==> src/rtl/if_stage_pkg.sv <==
// Shared constants for the fetch stage: reset PC, bubble word, instruction field
// positions, the opcode/funct values the decoder uses, and redirect-target helpers.
package if_stage_pkg;

  localparam logic [31:0] PC_RESET_DEF = 32'h0000_3000;
  localparam logic [31:0] NOP_WORD_DEF = 32'h0000_0000;

  localparam int OP_MSB     = 31;
  localparam int OP_LSB     = 26;
  localparam int FUNCT_MSB  = 5;
  localparam int FUNCT_LSB  = 0;
  localparam int IMM_MSB    = 15;
  localparam int IMM_LSB    = 0;
  localparam int TARGET_MSB = 25;
  localparam int TARGET_LSB = 0;

  localparam logic [5:0] OP_RTYPE   = 6'h00;
  localparam logic [5:0] OP_J       = 6'h02;
  localparam logic [5:0] OP_JAL     = 6'h03;
  localparam logic [5:0] OP_BEQ     = 6'h04;
  localparam logic [5:0] OP_BNE     = 6'h05;
  localparam logic [5:0] OP_ADDI    = 6'h08;
  localparam logic [5:0] FUNCT_SLL  = 6'h00;
  localparam logic [5:0] FUNCT_JR   = 6'h08;

  typedef enum logic [1:0] {
    SEL_PC4    = 2'd0,
    SEL_BRANCH = 2'd1,
    SEL_JUMP   = 2'd2,
    SEL_JR     = 2'd3
  } pc_sel_e;

  // Branch base is the delay-slot address; offset is the word-scaled immediate.
  function automatic logic [31:0] branch_target(input logic [31:0] pc4,
                                                input logic [15:0] imm);
    return pc4 + {{14{imm[15]}}, imm, 2'b00};
  endfunction

  function automatic logic [31:0] jump_target(input logic [31:0] pc4,
                                              input logic [25:0] tgt);
    return {pc4[31:28], tgt, 2'b00};
  endfunction

  // Misaligned register targets are silently word-aligned rather than trapped.
  function automatic logic [31:0] jr_align(input logic [31:0] rs_val);
    return rs_val & 32'hFFFF_FFFC;
  endfunction

endpackage

==> src/rtl/if_next_pc.sv <==
// Next-PC selection: qualifies the decoder's redirect request and picks the
// target with jr > jump > branch priority, falling back to pc+4.
module if_next_pc
  import if_stage_pkg::*;
(
  input  logic [31:0] pc_i,
  input  logic [31:0] id_instr_i,
  input  logic [31:0] id_pc4_i,
  input  logic        id_valid_i,
  input  logic        stall_i,
  input  logic        jump_i,
  input  logic        jr_i,
  input  logic        br_taken_i,
  input  logic [31:0] jr_target_i,
  output logic        redir_o,
  output logic [31:0] pc_plus4_o,
  output logic [31:0] next_pc_o
);

  pc_sel_e     sel;
  logic [31:0] br_tgt;
  logic [31:0] j_tgt;
  logic [31:0] jr_tgt;
  logic        unused_op_bits;

  assign unused_op_bits = ^id_instr_i[OP_MSB:OP_LSB];

  assign pc_plus4_o = pc_i + 32'd4;
  assign br_tgt     = branch_target(id_pc4_i, id_instr_i[IMM_MSB:IMM_LSB]);
  assign j_tgt      = jump_target(id_pc4_i, id_instr_i[TARGET_MSB:TARGET_LSB]);
  assign jr_tgt     = jr_align(jr_target_i);

  // A bubble in ID carries stale decode, so it must never steer the PC.
  assign redir_o = id_valid_i & ~stall_i & (jr_i | jump_i | br_taken_i);

  always_comb begin
    sel = SEL_PC4;
    if (redir_o) begin
      if (jr_i)          sel = SEL_JR;
      else if (jump_i)   sel = SEL_JUMP;
      else               sel = SEL_BRANCH;
    end
  end

  always_comb begin
    next_pc_o = pc_plus4_o;
    case (sel)
      SEL_JR:     next_pc_o = jr_tgt;
      SEL_JUMP:   next_pc_o = j_tgt;
      SEL_BRANCH: next_pc_o = br_tgt;
      default:    next_pc_o = pc_plus4_o;
    endcase
  end

endmodule

==> src/rtl/if_stage.sv <==
// Instruction-fetch stage: PC register, combinational imem address, and the
// IF/ID pipeline register with stall hold and redirect squash/delay-slot handling.
module if_stage
  import if_stage_pkg::*;
#(
  parameter logic [31:0] PC_RESET   = PC_RESET_DEF,
  parameter logic [31:0] NOP_WORD   = NOP_WORD_DEF,
  parameter bit          DELAY_SLOT = 1'b0
) (
  input  logic        clk,
  input  logic        rstn,
  output logic [31:0] imem_addr,
  input  logic [31:0] imem_rdata,
  input  logic        stall,
  input  logic        jump,
  input  logic        jr,
  input  logic        br_taken,
  input  logic [31:0] jr_target,
  output logic [31:0] id_instr,
  output logic [31:0] id_pc4,
  output logic        id_valid,
  output logic [5:0]  id_op,
  output logic [5:0]  id_funct
);

  logic [31:0] pc_q, pc_d;
  logic [31:0] id_instr_q, id_instr_d;
  logic [31:0] id_pc4_q, id_pc4_d;
  logic        id_valid_q, id_valid_d;

  logic        redir;
  logic [31:0] pc_plus4;
  logic [31:0] next_pc;

  if_next_pc u_next_pc (
    .pc_i        (pc_q),
    .id_instr_i  (id_instr_q),
    .id_pc4_i    (id_pc4_q),
    .id_valid_i  (id_valid_q),
    .stall_i     (stall),
    .jump_i      (jump),
    .jr_i        (jr),
    .br_taken_i  (br_taken),
    .jr_target_i (jr_target),
    .redir_o     (redir),
    .pc_plus4_o  (pc_plus4),
    .next_pc_o   (next_pc)
  );

  always_comb begin
    pc_d       = pc_q;
    id_instr_d = id_instr_q;
    id_pc4_d   = id_pc4_q;
    id_valid_d = id_valid_q;
    if (!stall) begin
      pc_d     = next_pc;
      id_pc4_d = pc_plus4;
      // Without a delay slot the word fetched behind a taken redirect is dropped.
      if (redir && !DELAY_SLOT) begin
        id_instr_d = NOP_WORD;
        id_valid_d = 1'b0;
      end else begin
        id_instr_d = imem_rdata;
        id_valid_d = 1'b1;
      end
    end
  end

  always_ff @(posedge clk) begin
    if (!rstn) begin
      pc_q       <= PC_RESET;
      id_instr_q <= NOP_WORD;
      id_pc4_q   <= 32'd0;
      id_valid_q <= 1'b0;
    end else begin
      pc_q       <= pc_d;
      id_instr_q <= id_instr_d;
      id_pc4_q   <= id_pc4_d;
      id_valid_q <= id_valid_d;
    end
  end

  assign imem_addr = pc_q;
  assign id_instr  = id_instr_q;
  assign id_pc4    = id_pc4_q;
  assign id_valid  = id_valid_q;
  assign id_op     = id_instr_q[OP_MSB:OP_LSB];
  assign id_funct  = id_instr_q[FUNCT_MSB:FUNCT_LSB];

endmodule

==> config.mk <==
export PLATFORM = sky130hd
export DESIGN_NAME = if_stage
export DESIGN_NICKNAME = d
export VERILOG_FILES = /design/src/rtl/if_stage_pkg.sv /design/src/rtl/if_next_pc.sv /design/src/rtl/if_stage.sv
export SDC_FILE = /design/constraint.sdc
export NUM_CORES = 1
export LEC_CHECK = 0
export ABC_CLOCK_PERIOD_IN_PS = 2350
export CAP_MARGIN = 20
export CORE_AREA = 2 2 127 129
export DETAILED_ROUTE_END_ITERATION = 8
export DIE_AREA = 0 0 129 131
export PLACE_DENSITY = 0.85
export SETUP_SLACK_MARGIN = 0.1
export SLEW_MARGIN = 30
export SYNTH_ARGS = -nofsm -noshare
export SYNTH_HDL_FRONTEND = slang
export SYNTH_SLANG_ARGS = --single-unit
==> constraint.sdc <==
create_clock -name clk -period 2.35 [get_ports clk]
set_clock_uncertainty 0.1 [all_clocks]
set_input_delay 0.705 -clock clk [delete_from_list [all_inputs] [get_ports clk]]
set_output_delay 0.705 -clock clk [all_outputs]
set_load 0.03 [all_outputs]
# Word level (Yosys, flattened, before mapping)
# Cells that the tools add are included.
# word_totals
inputBits	70
out_inout_bits	109
reg_bits	97
# op_classes
n_mux	6
n_eq_ne	3
n_bitwise	5
addsub	2
# op_table
op	n
$pmux W32 S3	1
$add A32 B3 Y32 const B	1
$add A32 B32 Y32	1
$mux W32	1
$mux W2	3
$eq A2 B2 Y1 const B	2
$and A1 B1 Y1	2
$eq A2 B1 Y1 const B	1
$or A1 B1 Y1	2
$mux W1	1
$not A1 Y1	1

# Logic depth before layout (Yosys ltp)
# Gate-level depths: netlist (run 1).
# depth
depth_word	6
ltp_mapped	10

# By module
# From an unflattened synthesis (run 1), not the netlist that was laid out.
# hier_totals
cells_unflattened	808
hier_area_um2	6794.0
# by_module_without_submodules
mod	seq_area_each_um2	area_per_inst_um2	cells_each	instances
if_stage	1941.9	3777.4	363	1
if_next_pc	0.0	3016.6	445	1

# Worst setup path after synthesis (run 1)
# No wires, ideal clock.
# synth_path
path_type	reg-to-reg
start	reg id_instr_q[15], in the netlist id_instr[15]
end	reg pc_q[30], in the netlist imem_addr[30]
t_required_ns	2.130
setup_slack_ns	-0.382
setup_time_ns	0.120
t_arrival_ns	2.513
period_less_slack_ns	2.732
stages_incl_launch_ff	10
path_buffers	0
path_cell_list	dfxtp_1 > ha_1 > a21o_1 > a21o_1 > a21oi_1 > and2_0 > o21ai_0 > nand2b_1 > mux2i_1 > a211o_1
# synth_between
elab_chain_cells	2
# synth_lines
element	line	source
from (decl)	if_stage.sv:27	logic [31:0] id_instr_q, id_instr_d;
from (signal assigned)	if_stage.sv:77	id_instr_q <= id_instr_d;
$add A32 B32 Y32	if_stage_pkg.sv:36	return pc4 + {{14{imm[15]}}, imm, 2'b00};
$pmux W32 S3	if_next_pc.sv:47	case (sel)
to (signal assigned)	if_stage.sv:76	pc_q <= pc_d;
to (decl)	if_stage.sv:26	logic [31:0] pc_q, pc_d;
# No other way between the ends.
# A chain may end at the register's enable or synchronous reset.

# Worst setup path after layout (run 1)
# layout_path
start	reg id_pc4_q[2], in the netlist id_pc4[2]
end	reg pc_q[24], in the netlist imem_addr[24]
# layout_between
elab_chain_cells	2
# layout_lines
element	line	source
from (decl)	if_stage.sv:28	logic [31:0] id_pc4_q, id_pc4_d;
from (signal assigned)	if_stage.sv:78	id_pc4_q <= id_pc4_d;
$add A32 B32 Y32	if_stage_pkg.sv:36	
$pmux W32 S3	if_next_pc.sv:47	
# No other way between the ends.

==> flow_metrics.py, run 1 <==
metrics = {
    "outcome": {
        "outcome": "complete, but fails checks",
        "violations": "negative setup slack",
    },
    "power": {
        "p_sw_uw": 1700,
        "power.share.sequential": 0.379,
        "p_per_area_nw_per_um2": 466,
        "switching_share": 0.346,
        "ir_drop_mv": 0.365,
        "total_power_uw": 4910,
        "intPower_uw": 3210,
        "p_leak_uw": 0.00509,
        "clkPwrFrac": 0.317,
        "power_frac_comb": 0.304,
    },
    "sta": {
        "fin_crit_ns": 2.67,
        "rsz0062_at_grt": "true",
        "setup_viol": 20,
        "fin_ws_ns": -0.323,
        "fin_crit_sh": 1.14,
        "worst_pin_slew_ns": 0.595,
        "slew_viol_final": 0,
        "hold_ws_ns": 0.403,
        "hold_viol": 0,
        "fmax_ghz": 0.374,
        "slew_headroom": 0.593,
    },
    "clocking": {
        "cts_tree": "yes",
        "cts_sinks": 97,
        "clk_latency_ns": 0.37,
        "clk_pin_slew_ns": 0.07,
        "htreeDepth": 3,
        "cts_buffer_depth": 2,
        "cts_root_buffer": "clkbuf_16",
        "cts_made_buffers": 9,
        "cts_hold_buf": 0,
    },
    "cells_and_area": {
        "fin_nets": 1309,
        "multi_input_area_sq_um": 4950,
        "antenna_cells": 0,
        "register_area_sq_um": 1980,
        "drive_gt1_frac": 0.221,
        "nFillCells": 1259,
        "area_growth_pct": 52.5,
    },
    "global_route": {
        "antenna_found_initial": 0,
        "grt.met2_usage": 0.485,
        "grt_overflow_total": 0,
        "use_met1": 0.393,
        "grtUsageTotal": 0.296,
        "grt_pass1_wl_microns": 39100,
        "grt_pass1_vias": 7451,
        "use_met3": 0.0448,
        "grt_max_degree": 61,
        "top_usage_layer": "met2",
    },
    "die": {
        "core_area_sq_um": 15600,
        "die_w_microns": 129,
        "fp.dieH_microns": 131,
        "ios": 179,
        "start_util": 0.443,
        "core.rowCount": 46,
        "dieArea_sq_um": 16900,
    },
    "critical_path": {
        "critPathRequiredTime_ns": 2.51,
        "critical_path_buf_inv_count": 2,
        "crit_top_cell": "buf_4",
        "max_stage_delay_ns": 0.41,
        "critPathLaunchType": "flop",
        "cp-end-kind": "flop",
        "crit_fanout": 3,
        "critical_path.cell_chain": "ha_4, fa_2, a21oi_2, nand4b_1, a211oi_1, buf_4, o21ai_4, buf_4, a31oi_1, nor2_1, xnor2_1, a32o_1",
        "path_class": "flop to flop",
        "cp_slowest_cell": "a211oi_1",
        "cp_top_family": "compound AO/OA/AOI/OAI gates",
        "worstPathArrival_ns": 2.84,
    },
    "synthesis": {
        "synth_flop_cell": "dfxtp_1",
        "ys_ff_latch": 97,
        "synth_area_sq_um": 6900,
        "synth_top_area_frac": 0.281,
        "synth_edf_count": 0,
        "syn-num-nets": 1031,
        "synthArstFlopShare": 0,
        "yosys_warnings": 0,
        "yosysSeqAreaShare": 0.281,
        "yosysTopAreaCell": "dfxtp_1",
        "synthCells": 930,
        "yosysUniqueCellTypes": 76,
        "synth_area_per_cell_sq_um": 7.42,
        "yosys-top-cells-area": "dfxtp_1 (28%), nand2_1 (10%), o21ai_0 (6.6%), ha_1 (5.4%), a21oi_1 (4.9%)",
    },
    "placement": {
        "place_hpwl_microns": 18700,
        "place_congestion": 0.935,
        "port_buffers": 176,
    },
    "drt": {
        "avgRoutedWirePerCell_microns": 18.1,
        "drt_wl_total_microns": 25800,
        "drt_iter0_markers": 800,
        "vias": 7967,
        "ant_nets": 0,
        "drc": 0,
        "first_pass_iters": 6,
        "via_per_inst": 5.58,
    },
    "min_path": {
        "hold_path.class": "flop to flop",
    },
    "flow_run": {
        "maxCapViolCount": 0,
    },
}
-- routing by layer --
layer | wire, microns | up-vias
met5 | 0 | -
met4 | 861 | 0
met3 | 2170 | 62
met2 | 11900 | 389
met1 | 10900 | 3700
li1 | - | 3816
-- logic make-up (layout without fill, tap and decap cells) --
family,after synthesis,count (layout),share of synthesized area
AND/OR/NAND/NOR,368,368,0.248
AO/OA/AOI/OAI,286,286,0.277
flip-flops,97,97,0.281
buffers and inverters,86,369,0.0564
XOR/XNOR,52,52,0.0660
adder cells (fa/ha/maj),31,31,0.0573
multiplexers,10,10,0.0145
-- placed cells by master, fill, tap and decap left out, types with 4 or more instances in the layout --
cell             netlist  routed
o21ai_0               91      85
o221ai_1               4       4
ha_1                  30      17
inv_1                 12      12
dfxtp_4                0       4
o211ai_1               8       8
mux2i_1               10      10
xnor2_2                0       5
dfxtp_1               97      78
a31oi_1                8       7
o21ai_1                7      11
a21o_1                 9       9
o31ai_4                2       4
nor3_1                10       8
nor2_1                51      50
dlygate4sd2_1          0      76
xnor2_1               25      20
nor2_2                 3       4
and2_1                47      47
o21a_1                 6       6
nor2b_1                9       9
clkdlybuf4s50_1        0      75
o211a_1               17      17
buf_4                 16     157
nand2b_1               7       7
nand2_1              187     186
nand4_1                8       8
a21oi_2                3       9
o21bai_1               5       5
nand3_1               21      21
dfxtp_2                0      15
dlymetal6s2s_1         0      21
and3_1                10       9
xor2_1                27      26
a21oi_1               67      61
a211oi_1              17      16
ha_4                   0      10
buf_6                  0       7
clkbuf_16              0      10
-- final cells by class --
class,count,share of cell area
repair buffers,340,0.283
flip-flops and latches,97,0.188
inverters,13,0.00464
well taps,216,0.0257
clock buffers,10,0.0238
multi-input cells,747,0.470
clock inverters,6,0.00511
-- worst reg2reg max path, delay by kind of cell (launching register included) --
kind	cells	cell delay, ns
compound gates	5	0.90
simple gates	2	0.37
flops	1	0.36
fa+ha+maj	2	0.35
buf+inv	2	0.35
xor+xnor	1	0.14
-- state kept, by name, indices dropped and copies added (netlist names) --
signal / flops
id_instr: 32
id_pc4: 32
id_valid: 1
imem_addr: 32
-- timing repair --
action / CTS / global route
buffers inserted: 4 / 7
endpoints found under the setup margin: 98 / 51
pin swaps: 17 / 31
gates resized for setup: 105 / 56
gates cloned: 0 / 0
-- through the flow --
step	setup TNS [ns]	cell area, sq um	utilization	setup WS (ns)	std cells
2_1_floorplan	-0.135	7000	-	-0.135	930
3_3_place_gp	-8.32	9860	0.632	-0.289	1404
3_5_place_dp	-10.98	9860	0.632	-0.415	1404
4_1_cts	-1.76	10300	0.657	-0.243	1424
5_1_grt	-7.04	10500	0.675	-0.537	1429
6_report	-4.30	10500	0.675	-0.323	1429
-- Yosys cell counts, types with 16 or more instances --
| library cell | number |
|---|---|
| o21ai_0 | 91 |
| xnor2_1 | 25 |
| xor2_1 | 27 |
| nand3_1 | 21 |
| buf_4 | 16 |
| o211a_1 | 17 |
| ha_1 | 30 |
| a211oi_1 | 17 |
| dfxtp_1 | 97 |
| and2_1 | 47 |
| a21oi_1 | 67 |
| nor2_1 | 51 |
| clkbuf_1 | 49 |
| nand2_1 | 187 |
-- power groups by stage --
stage               sequential [uW]  combinational [uW]  clock [uW]
finish                         1860                1490        1560
global route                   1870                1600        1620
CTS                            1850                1430        1570
detailed placement             1890                1450           0
global placement               1880                1430           0
floorplan                      2060                 608           0
-- worst paths after layout --
check / from / end / slack, ns / cells past startpoint
max: id_pc4[2] / imem_addr[24] / -0.32 / 12
min: id_pc4[22] / id_pc4[22] / 0.40 / 1
max reg2reg: id_pc4[2] / imem_addr[24] / -0.32 / 12
min reg2reg: id_pc4[22] / id_pc4[22] / 0.40 / 1
No activity file was read; power rests on OpenSTA's default activity.
==> run 2, diff against run 1 <==
--- a/config.mk
+++ b/config.mk
@@ -12,7 +12,7 @@
 export DIE_AREA = 0 0 129 131
 export PLACE_DENSITY = 0.85
 export SETUP_SLACK_MARGIN = 0.1
-export SLEW_MARGIN = 30
+export SLEW_MARGIN = 15
 export SYNTH_ARGS = -nofsm -noshare
 export SYNTH_HDL_FRONTEND = slang
 export SYNTH_SLANG_ARGS = --single-unit
==> results of run 2 <==
Final layout, timing and power as in run 1 (identical DEF).
==> run 3, diff against run 2 <==
--- a/config.mk
+++ b/config.mk
@@ -7,10 +7,10 @@
 export LEC_CHECK = 0
 export ABC_CLOCK_PERIOD_IN_PS = 2350
 export CAP_MARGIN = 20
-export CORE_AREA = 2 2 127 129
+export CORE_AREA = 2 2 122 135
 export DETAILED_ROUTE_END_ITERATION = 8
-export DIE_AREA = 0 0 129 131
-export PLACE_DENSITY = 0.85
+export DIE_AREA = 0 0 124 137
+export PLACE_DENSITY = 0.84
 export SETUP_SLACK_MARGIN = 0.1
 export SLEW_MARGIN = 15
 export SYNTH_ARGS = -nofsm -noshare
==> flow_metrics.py, run 3 (synthesis results as in run 1) <==
metrics = {
    "cells_and_area": {
        "layout_common_cells": "nand2_1 (186), buf_4 (149), clkdlybuf4s50_1 (88), o21ai_0 (87), dfxtp_1 (79)",
        "area_growth_pct": 53.0,
        "final_common_cell": "nand2_1",
        "drive_gt1_frac": 0.223,
        "nFillCells": 1252,
        "fin_nets": 1309,
        "final_core_util": 0.676,
        "antenna_cells": 0,
    },
    "die": {
        "core.rowCount": 48,
        "start_util": 0.442,
        "ios": 179,
        "dieArea_sq_um": 17000,
        "core_area_sq_um": 15600,
        "fp.dieH_microns": 137,
        "die_w_microns": 124,
    },
    "critical_path": {
        "r2r_cells": 11,
        "r2r_end": "imem_addr[28]",
        "startpoint": "id_pc4[2]",
        "critPathRequiredTime_ns": 2.49,
        "endpoint": "imem_addr[28]",
        "worstPathArrival_ns": 2.86,
        "critPathLaunchType": "flop",
        "crit_fanout": 3,
        "regToRegSetupSlack_ns": -0.37,
        "reg2reg_from": "id_pc4[2]",
        "cp-end-kind": "flop",
        "path_class": "flop to flop",
    },
    "drt": {
        "first_pass_iters": 6,
        "drc": 0,
        "ant_nets": 0,
        "drt_iter0_markers": 716,
        "via_per_inst": 5.69,
        "drt_wl_total_microns": 25300,
        "vias": 8037,
        "avgRoutedWirePerCell_microns": 17.9,
    },
    "sta": {
        "rsz0062_at_grt": "true",
        "slew_headroom": 0.676,
        "fin_crit_sh": 1.16,
        "fmax_ghz": 0.368,
        "worst_pin_slew_ns": 0.473,
        "fin_crit_ns": 2.72,
        "hold_viol": 0,
        "setup_viol": 18,
        "fin_ws_ns": -0.369,
        "slew_viol_final": 0,
    },
    "global_route": {
        "grt_pass1_vias": 7434,
        "antenna_found_initial": 1,
        "grtUsageTotal": 0.289,
        "grt_max_degree": 79,
        "grt_overflow_total": 0,
        "grt_pass1_wl_microns": 38100,
    },
    "clocking": {
        "htreeDepth": 3,
        "cts_made_buffers": 9,
        "cts_buffer_depth": 2,
        "clk_latency_ns": 0.36,
        "cts_tree": "yes",
        "cts_root_buffer": "clkbuf_16",
        "cts_sinks": 97,
        "cts_hold_buf": 0,
        "clk_pin_slew_ns": 0.07,
    },
    "placement": {
        "place_congestion": 0.983,
        "place_hpwl_microns": 18200,
        "port_buffers": 176,
    },
    "outcome": {
        "outcome": "complete, but fails checks",
        "violations": "negative setup slack",
    },
    "power": {
        "ir_drop_mv": 0.379,
        "p_per_area_nw_per_um2": 468,
        "p_leak_uw": 0.00497,
        "total_power_uw": 4940,
    },
    "flow_run": {
        "maxCapViolCount": 0,
    },
    "min_path": {
        "hold_path.class": "flop to flop",
    },
}
run 3: cell count changes in the layout (fill, tap and decap cells not counted), moves of 3 or more:
cell	change
a211oi_1	-3
dlygate4sd2_1	-3
buf_12	+6
a211oi_2	+4
buf_4	-8
o21ai_1	-3
ha_4	-3
clkinv_2	+3
inv_6	-3
clkdlybuf4s50_1	+13
dlymetal6s2s_1	-9
run 3: worst min-delay path by stage:
stage	start	to	slack [ns]	cells after the start
after global routing	id_pc4[22]	id_pc4[22]	0.40	1
after global placement	id_pc4[22]	id_pc4[22]	0.37	1
after detailed placement	id_pc4[22]	id_pc4[22]	0.38	1
final	id_pc4[22]	id_pc4[22]	0.40	1
after floorplan	imem_addr[0]	id_pc4[0]	0.41	2
after CTS	id_pc4[22]	id_pc4[22]	0.40	1
run 3: final cells by class:
cell class,instances,area [sq um],share of cell area
flip-flops and latches,97,1970,0.187
multi-input cells,747,4940,0.468
clock inverters,5,53.8,0.00510
clock buffers,11,253,0.0239
well taps,200,250,0.0237
inverters,13,48.8,0.00462
repair buffers,340,3040,0.288
run 3: timing repair:
action,4_1_cts,5_1_grt
endpoints found under the setup margin,94,42
buffers inserted,10,13
pin swaps,23,31
gates resized for setup,108,43
run 3: power breakdown:
part / total (uW) / internal, uW / switching (uW)
sequential: 1850 / 1740 / 105
clock: 1560 / 881 / 678
combinational: 1530 / 695 / 837
total: 4940 / 3320 / 1620
run 3: critical path, stage by stage (launching register included):
cell	delay, ns
dfxtp_4	0.35
ha_4	0.17
fa_2	0.36
a21oi_2	0.15
nand4b_1	0.25
a211oi_2	0.13
buf_4	0.17
o21ai_4	0.17
nand3_2	0.10
or3_4	0.40
a31oi_4	0.19
a211oi_2	0.05
run 3: per-stage QoR:
stage / std cells / worst slack (ns) / hold slack, ns / setup TNS (ns) / area [sq um]
final: 1413 / -0.369 / 0.396 / -2.87 / 10600
after global routing: 1413 / -0.423 / 0.405 / -3.93 / 10600
after CTS: 1404 / -0.258 / 0.396 / -2.08 / 10300
after detailed placement: 1379 / -0.371 / 0.379 / -11.01 / 9820
after global placement: 1379 / -0.335 / 0.374 / -9.26 / 9820
after floorplan: 930 / -0.135 / 0.408 / -0.135 / 7000
run 3: metal layers:
| metal | share of wire | vias up | wire length, microns | track usage |
|---|---|---|---|---|
| met2 | 0.47 | 401 | 11900 | 0.480 |
| met5 | 0 | - | 0 | 0 |
| met4 | 0.038 | 0 | 958 | 0.127 |
| li1 | - | 3824 | - | - |
| met3 | 0.087 | 72 | 2200 | 0.0450 |
| met1 | 0.40 | 3740 | 10200 | 0.369 |
